File: src/rtl/trng_ctrl.sv
// TRNG controller: sequences a ring generator, packs sampled bits into
// 32-bit words and stops on a repetition-count health failure.
module trng_ctrl #(
   parameter int unsigned WARMUP_CYCLES = 64,
   parameter int unsigned SAMPLE_DIV    = 4,
   parameter int unsigned REP_LIMIT     = 32
) (
   input  logic        iClk,
   input  logic        iRstn,
   input  logic        iStart,
   input  logic        iStop,
   input  logic        iClrFail,
   input  logic        iSerial,
   output logic        oRgEn,
   output logic        oRgRst,
   output logic [31:0] oData,
   output logic        oValid,
   input  logic        iReady,
   output logic        oBusy,
   output logic        oFail
);

   typedef enum logic [2:0] {
      S_IDLE, S_CLEAR, S_WARMUP, S_COLLECT, S_HOLD, S_FAIL
   } state_t;

   localparam logic [15:0] LP_WARM_LAST = 16'(WARMUP_CYCLES - 1);
   localparam logic [7:0]  LP_DIV_LAST  = 8'(SAMPLE_DIV - 1);
   localparam logic [7:0]  LP_REP_LIM   = 8'(REP_LIMIT);

   state_t      r_state;
   state_t      w_next;
   logic [15:0] r_warm;
   logic [7:0]  r_div;
   logic [5:0]  r_bits;
   logic [7:0]  r_rep;
   logic        r_prev;
   logic [31:0] r_word;
   logic [31:0] r_data;

   logic        w_sample;
   logic        w_done;
   logic        w_rep_hit;
   logic [7:0]  w_rep_next;
   logic [31:0] w_shift;

   assign w_sample  = (r_state == S_COLLECT) && (r_div == LP_DIV_LAST);
   assign w_done    = w_sample && (r_bits == 6'd31);
   assign w_shift   = {r_word[30:0], iSerial};
   // r_rep == 0 means no previous sample since CLEAR
   assign w_rep_next = (r_rep != 8'd0 && iSerial == r_prev) ?
                       ((r_rep == 8'hFF) ? r_rep : r_rep + 8'd1) : 8'd1;
   assign w_rep_hit = w_sample && (w_rep_next == LP_REP_LIM);

   always_ff @(posedge iClk or negedge iRstn) begin
      if (!iRstn) r_state <= S_IDLE;
      else        r_state <= w_next;
   end

   always_comb begin
      w_next = r_state;
      unique case (r_state)
         S_IDLE:    if (iStart) w_next = S_CLEAR;
         S_CLEAR:   w_next = iStop ? S_IDLE : S_WARMUP;
         S_WARMUP: begin
            if (iStop)                     w_next = S_IDLE;
            else if (r_warm == LP_WARM_LAST) w_next = S_COLLECT;
         end
         S_COLLECT: begin
            if (w_rep_hit)   w_next = S_FAIL;
            else if (iStop)  w_next = S_IDLE;
            else if (w_done) w_next = S_HOLD;
         end
         S_HOLD: begin
            if (iStop)       w_next = S_IDLE;
            else if (iReady) w_next = S_COLLECT;
         end
         S_FAIL:    if (iClrFail) w_next = S_IDLE;
         default:   w_next = S_IDLE;
      endcase
   end

   always_ff @(posedge iClk or negedge iRstn) begin
      if (!iRstn) begin
         r_warm <= '0;
         r_div  <= '0;
         r_bits <= '0;
         r_rep  <= '0;
         r_prev <= 1'b0;
         r_word <= '0;
         r_data <= '0;
      end else if (r_state == S_CLEAR) begin
         r_warm <= '0;
         r_div  <= '0;
         r_bits <= '0;
         r_rep  <= '0;
         r_prev <= 1'b0;
         r_word <= '0;
      end else if (r_state == S_WARMUP) begin
         r_warm <= r_warm + 16'd1;
      end else if (r_state == S_COLLECT) begin
         if (w_sample) begin
            r_div  <= '0;
            r_bits <= r_bits + 6'd1;
            r_word <= w_shift;
            r_rep  <= w_rep_next;
            r_prev <= iSerial;
            if (w_done && !w_rep_hit && !iStop) r_data <= w_shift;
         end else begin
            r_div <= r_div + 8'd1;
         end
      end else if (r_state == S_HOLD && iReady) begin
         r_div  <= '0;
         r_bits <= '0;
      end
   end

   assign oData  = r_data;
   assign oValid = (r_state == S_HOLD);
   assign oFail  = (r_state == S_FAIL);
   assign oRgRst = (r_state == S_IDLE) || (r_state == S_CLEAR) ||
                   (r_state == S_FAIL);
   assign oRgEn  = (r_state == S_WARMUP) || (r_state == S_COLLECT) ||
                   (r_state == S_HOLD);
   assign oBusy  = !((r_state == S_IDLE) || (r_state == S_FAIL));

endmodule
File: config.mk
export PLATFORM = sky130hd
export DESIGN_NAME = trng_ctrl
export DESIGN_NICKNAME = d
export VERILOG_FILES = /design/src/rtl/trng_ctrl.sv
export SDC_FILE = /design/constraint.sdc
export NUM_CORES = 1
export LEC_CHECK = 0
export CELL_PAD_IN_SITES_DETAIL_PLACEMENT = 1
export CELL_PAD_IN_SITES_GLOBAL_PLACEMENT = 2
export CORE_ASPECT_RATIO = 0.5
export CORE_MARGIN = 1.5
export CORE_UTILIZATION = 38
export CTS_CLUSTER_DIAMETER = 40
export DETAILED_ROUTE_END_ITERATION = 16
export PLACE_DENSITY = 0.78
export SETUP_SLACK_MARGIN = 0.05
export SYNTH_ARGS = -nofsm -noshare
export SYNTH_HDL_FRONTEND = slang
export SYNTH_SLANG_ARGS = --single-unit
File: constraint.sdc
create_clock -name iClk -period 3.6 [get_ports iClk]
set_clock_uncertainty 0.2 [all_clocks]
set_input_delay 0.36 -clock iClk [delete_from_list [all_inputs] [get_ports iClk]]
set_output_delay 0.36 -clock iClk [all_outputs]
set_load 0.01 [all_outputs]
# ---- Word-level counts from Yosys, hierarchy flattened
# Cells that the tools add are included.
dict set report op_classes {
  add_sub_neg 4
  n_eq_ne 18
  muxes 37
  n_bitwise 2
  reduce_logical 26
}
# operator n
set op_table {}
lappend op_table {{31-bit two-way mux} 4}
lappend op_table {{8-bit two-way mux} 11}
lappend op_table {{16-bit two-way mux} 2}
lappend op_table {{6-bit two-way mux} 5}
lappend op_table {{3-bit two-way mux} 9}
lappend op_table {{3-bit case mux with 6 select lines} 1}
lappend op_table {{16-bit by 1-bit adder with 16-bit output (second input constant)} 1}
lappend op_table {{8-bit by 1-bit adder with 8-bit output (second input constant)} 2}
lappend op_table {{16-bit by 6-bit equality test with 1-bit output (second input constant)} 1}
lappend op_table {{5-bit AND reduction} 2}
lappend op_table {{8-bit by 2-bit equality test with 1-bit output (second input constant)} 1}
lappend op_table {{8-bit by 6-bit equality test with 1-bit output (second input constant)} 1}
lappend op_table {{8-bit equality test (second input constant)} 1}
lappend op_table {{8-bit nonzero test} 1}
lappend op_table {{1-bit logical AND} 7}
lappend op_table {{6-bit by 1-bit adder with 6-bit output (second input constant)} 1}
lappend op_table {{3-bit by 2-bit equality test with 1-bit output (second input constant)} 2}
lappend op_table {{3-bit equality test (second input constant)} 2}
lappend op_table {{6-bit by 5-bit equality test with 1-bit output (second input constant)} 1}
lappend op_table {{2-bit != test (second input constant)} 3}
lappend op_table {{3-bit by 2-bit != test with 1-bit output (second input constant)} 2}
lappend op_table {{3-bit AND reduction} 2}
lappend op_table {{2-bit nonzero test} 3}
lappend op_table {{1-bit logical OR} 5}
lappend op_table {{other kinds (11)} 17}
dict set report word_totals {
  regBits 105
  inputBits 7
  output_inout_bits 37
  wordCells 95
}

# ---- Depth between registers and ports, before layout
dict set report depth {
  word_depth 9
  mapped_depth 9
  ltp_nobuf 8
}

# ---- Worst setup path after synthesis
# Ideal clock, no wire load.
dict set report synth_path {
  path_type {register to register}
  from {register r_rep[0]}
  to {register r_data[0], in the netlist oData[0]}
  setup_ns 0.125
  arrival_time_ns 2.267
  required_time_ns 3.275
  setup_slack_ns 1.008
  stages_incl_launch_ff 10
  period_less_slack_ns 2.592
  cell_sequence {dfrtp_1 ha_1 and3_2 buf_2 o211a_1 o2111ai_1 nor4b_4 nor4_4 buf_6 mux2_4}
}
dict set report synth_via {
  elab_chain_len 9
  elab_cells_between_ends 12
}
# element line
set synth_rtl {}
lappend synth_rtl {{start, declared} 36} ;# logic [7:0] r_rep;
lappend synth_rtl {{start signal, assigned} 106} ;# r_rep <= w_rep_next;
lappend synth_rtl {{8-bit by 1-bit adder with 8-bit output, or another cell as far along} 52} ;# ((r_rep == 8'hFF) ? r_rep : r_rep + 8'd1) : 8'd1;
lappend synth_rtl {{8-bit two-way mux / 1-bit logical AND (equally long branches)} {52, 51}}
lappend synth_rtl {{8-bit two-way mux *} 51} ;# assign w_rep_next = (r_rep != 8'd0 && iSerial == r_prev) ?
lappend synth_rtl {{8-bit by 6-bit equality test with 1-bit output *} 53} ;# assign w_rep_hit = w_sample && (w_rep_next == LP_REP_LIM);
lappend synth_rtl {{1-bit logical AND *} 53}
lappend synth_rtl {{1-bit zero test *} 108} ;# if (w_done && !w_rep_hit && !iStop) r_data <= w_shift;
lappend synth_rtl {{1-bit logical AND * (2 in series)} 108}
lappend synth_rtl {{5-bit AND reduction (no source line) *} --}
lappend synth_rtl {{end signal, assigned} 108}
lappend synth_rtl {{end, declared} 39} ;# logic [31:0] r_data;
# Mark *: on every way between the ends. The rest lies on a longest branch, timed or not.
# A chain may end at the register's enable or synchronous reset.

# ---- Final worst setup path
dict set report layout_path {
  from {register r_rep[0]}
  to {register r_data[3], in the netlist oData[3]}
}
# Same word-level chain as after synthesis.

==> reports/results.tsv <==
stage	metric	value	unit
setup_path	register-to-register setup slack	550	ps
floorplanning	number of I/O pins	44	
finish	layout-stage area growth over the synthesis result	17.14	%
synthesis	sequential fraction of the synthesis area	51.43	%
min_path	Cells on Worst Hold Path	1	
finish	net count of the finished layout	541	
min_path	class of the tightest hold or removal check	reg -> reg	
global_routing	number of global-route vias before repair	3798	
finish	ANT cells	0	
timing	unrepaired setup endpoints after global routing	no	
setup_path	largest fanout of any net on the critical path	32	
pwr	worst voltage drop across the vdd grid	211.0	µV
floorplanning	Die Y-Extent	84.60	µm
route	routed length per instance	16.38	µm
cts	Inserted Clock Buffers	9	
timing	final number of setup-violating endpoints	0	
timing	final worst path period need	3049	ps
timing	Highest Clock Rate	328.0	MHz
global_routing	first-pass GRT wire length	19850	µm
place	Port Buf Inserts	43	
cts	maximum buffer depth of the clock tree	2	
floorplanning	placement row count	29	
synthesis	fraction of registers with async set/reset	100.0	%
synthesis	Syn Std Cell Area	5060	µm²
synthesis	synth warn	0	
route	Routed Antenna Nets	0	
setup_path	CP Data Arrival Time	3080	ps
global_routing	GR Util All Layers	17.71	%
place	detailed placer's ending HPWL	7500	µm
setup_path	element type at the critical path end	flip-flop	
setup_path	Crit Path Category	reg -> reg	
cts	H-tree levels	3	
setup_path	CP Launch Point	r_rep[0]	
timing	accumulated negative setup slack	0	ps
cts	clock transition at the registers of the reported paths	70	ps
global_routing	largest net degree at the start of global routing	54	
floorplanning	Die Outline Area	14060	µm²
pwr	total power divided by cell area	482.1	nW/µm²
global_routing	initial antenna violation count	0	
timing	Max-slew headroom	34.59	%
route	via density per instance	5.278	
synthesis	Most used DFF post-synth	dfrtp_1	
timing	share of the clock period used by the worst path	84.68	%
route	via count	3716	
finish	share of post-route cells with drive strength above 1	13.30	%
timing	worst-margin pin slew	977.5	ps
cts	clock tree from TritonCTS	done	
setup_path	Crit Reg-Reg Startpoint	r_rep[0]	
setup_path	CP startpoint kind	flip-flop	
setup_path	Worst Reg-to-Reg Cells	9	
timing	final hold vios	0	
setup_path	required time reported for the critical path endpoint	3630	ps
synthesis	number of flip-flops and latches in the synthesized netlist	104	
synthesis	post-synth cell types	57	
floorplanning	area of the placeable core	12840	µm²
synthesis	number of enable flip-flop cells after synthesis	0	
route	DRC violation count after routing	2	
timing	count of pins over their slew limit	0	
cts	worst skew pair latency	350	ps
cts	count of clock tree sinks	104	
synthesis	cell count after synthesis	494	
route	post-detailed-routing wire length	11530	µm
run_status	violations in the final reports	design-rule violations	
floorplanning	initial core utilization	39.39	%
pwr	Power, Total	2858	µW
run	maximum capacitance violations	0	
floorplanning	Die Width	166.2	µm
min_path	Min-Delay Startpoint	r_bits[5]	
cts	clock root buffer master	clkbuf_16	
pwr	leakage power total	0.002580	µW
place	GP Congestion	0.7180	
synthesis	Net Count, Synth	506	
run_status	result of the run	complete, but fails checks	
finish	most frequent standard cell in the layout excluding fill and tap cells	dfrtp_1	
place	placed instance count	687	
min_path	hold worst-path end	r_bits[5]	
cts	setup repair bufs after CTS	0	
finish	filler-free cell count of the finished design	704	
finish	highest-count cells in the layout ignoring fill and taps	dfrtp_1 (104), nand2_1 (90), a21oi_1 (47)	
synthesis	Mean Syn Cell Area	10.24	µm²
setup_path	reg-to-reg critical path endpoint	oData[3]	
route	drt first pass iters	10	
global_routing	GRT Residual Overflow	0	
route	initial drt markers	192	
-- sequential cells by signal, summed over array words and instances, names as in the netlist --
signal,count
r_warm,16
r_word,31
r_bits,6
r_div,8
oData,32
r_state,3
r_rep,8
-- critical path: stages, from the launching register on --
cell and delay (ps):
dfrtp_1 470, inv_1 100, ha_1 200, nor4b_1 130
a21oi_1 340, o2111ai_1 240, nor4b_4 510, nor4_4 50
buf_4 320, mux2_4 360
-- power breakdown --
part / leakage, µW / switching [µW] / internal (µW)
Sequential: 0.00145 / 30.2 / 1200
Clock: 0.000149 / 449 / 561
Combinational: 0.000985 / 434 / 181
Total: 0.00258 / 913 / 1940
-- timing repair --
| item | 4_1_cts | 5_1_grt |
|---|---|---|
| hold buffers | 1 | 0 |
| gates resized for setup | 0 | 0 |
| endpoints found under the hold margin | 52 | 0 |
-- layout make-up --
class | count | area (µm²)
Tap cell | 170 | 212.7
Timing Repair Buffer | 52 | 510.5
Fill cell | 1459 | 6918
Sequential cell | 104 | 2603
Clock buffer | 10 | 239.0
Clock inverter | 6 | 68.82
Multi-Input combinational cell | 353 | 2260
Inverter | 9 | 33.78
-- stage by stage --
| step | worst slack (ps) | hold WS [ps] | area (µm²) | util (%) |
|---|---|---|---|---|
| final | 551.4 | 277.9 | 5927 | 46.14 |
| after global routing | 332.2 | 296.9 | 5927 | 46.14 |
| after CTS | 542.0 | 276.8 | 5927 | 46.14 |
| after detailed placement | 421.5 | 252.2 | 5609 | 43.67 |
| after global placement | 483.8 | 250.8 | 5609 | 43.67 |
| after floorplan | 1008 | -135.6 | 5060 | - |
-- how the worst max path moves through the flow --
stage / to / slack (ps)
global route: oData[29] / 330
floorplan: oData[0] / 1010
global placement: oData[23] / 480
CTS: oData[3] / 540
finish: oData[3] / 550
detailed placement: oData[14] / 420
-- cell usage after synthesis (2+ instances only) --
library cell    n  share of area [%]
a21oi_1        47                4.6
a22o_1          2               0.35
a31oi_1         3               0.37
a41oi_1         2               0.35
and3_1          8               0.99
and3b_1         2               0.35
buf_2           2               0.20
buf_6           5                1.1
clkbuf_1       17                1.3
clkbuf_8        2               0.54
dfrtp_1       104                 51
ha_1            5                1.2
inv_1           9               0.67
mux2_2          2               0.45
mux2_4         31                9.2
nand2_1        90                6.7
nand2b_1        4               0.49
nand3_1        19                1.9
nand4_1         6               0.74
nor2_1         36                2.7
nor2b_1         3               0.37
nor3_1          8               0.79
nor3b_1         2               0.30
nor4_1          3               0.37
o2111ai_1       2               0.35
o21ai_0        34                3.4
o31ai_1         3               0.45
xnor2_1         5               0.87
xor2_1         10                1.7
-- layer usage --
layer	track usage [%]	wire, µm	up-vias
met2	26.47	4874	40
met3	4.338	304	9
met5	0	0	-
met4	3.753	116	0
met1	26.00	6234	1885
li1	-	-	1782
-- cell families (layout without fill, tap and decap cells) --
group,after synthesis,count (layout),synth area share (%)
and+or+nand+nor,197,197,19.58
DFF,104,104,51.43
AOI/OAI and AO/OA,103,103,11.50
buffers and inverters,37,77,4.006
muxes,33,33,9.644
xor gates and xnor gates,15,15,2.596
adders and majority gates,5,5,1.236
Note: power is estimated with default switching activity, not from simulation.
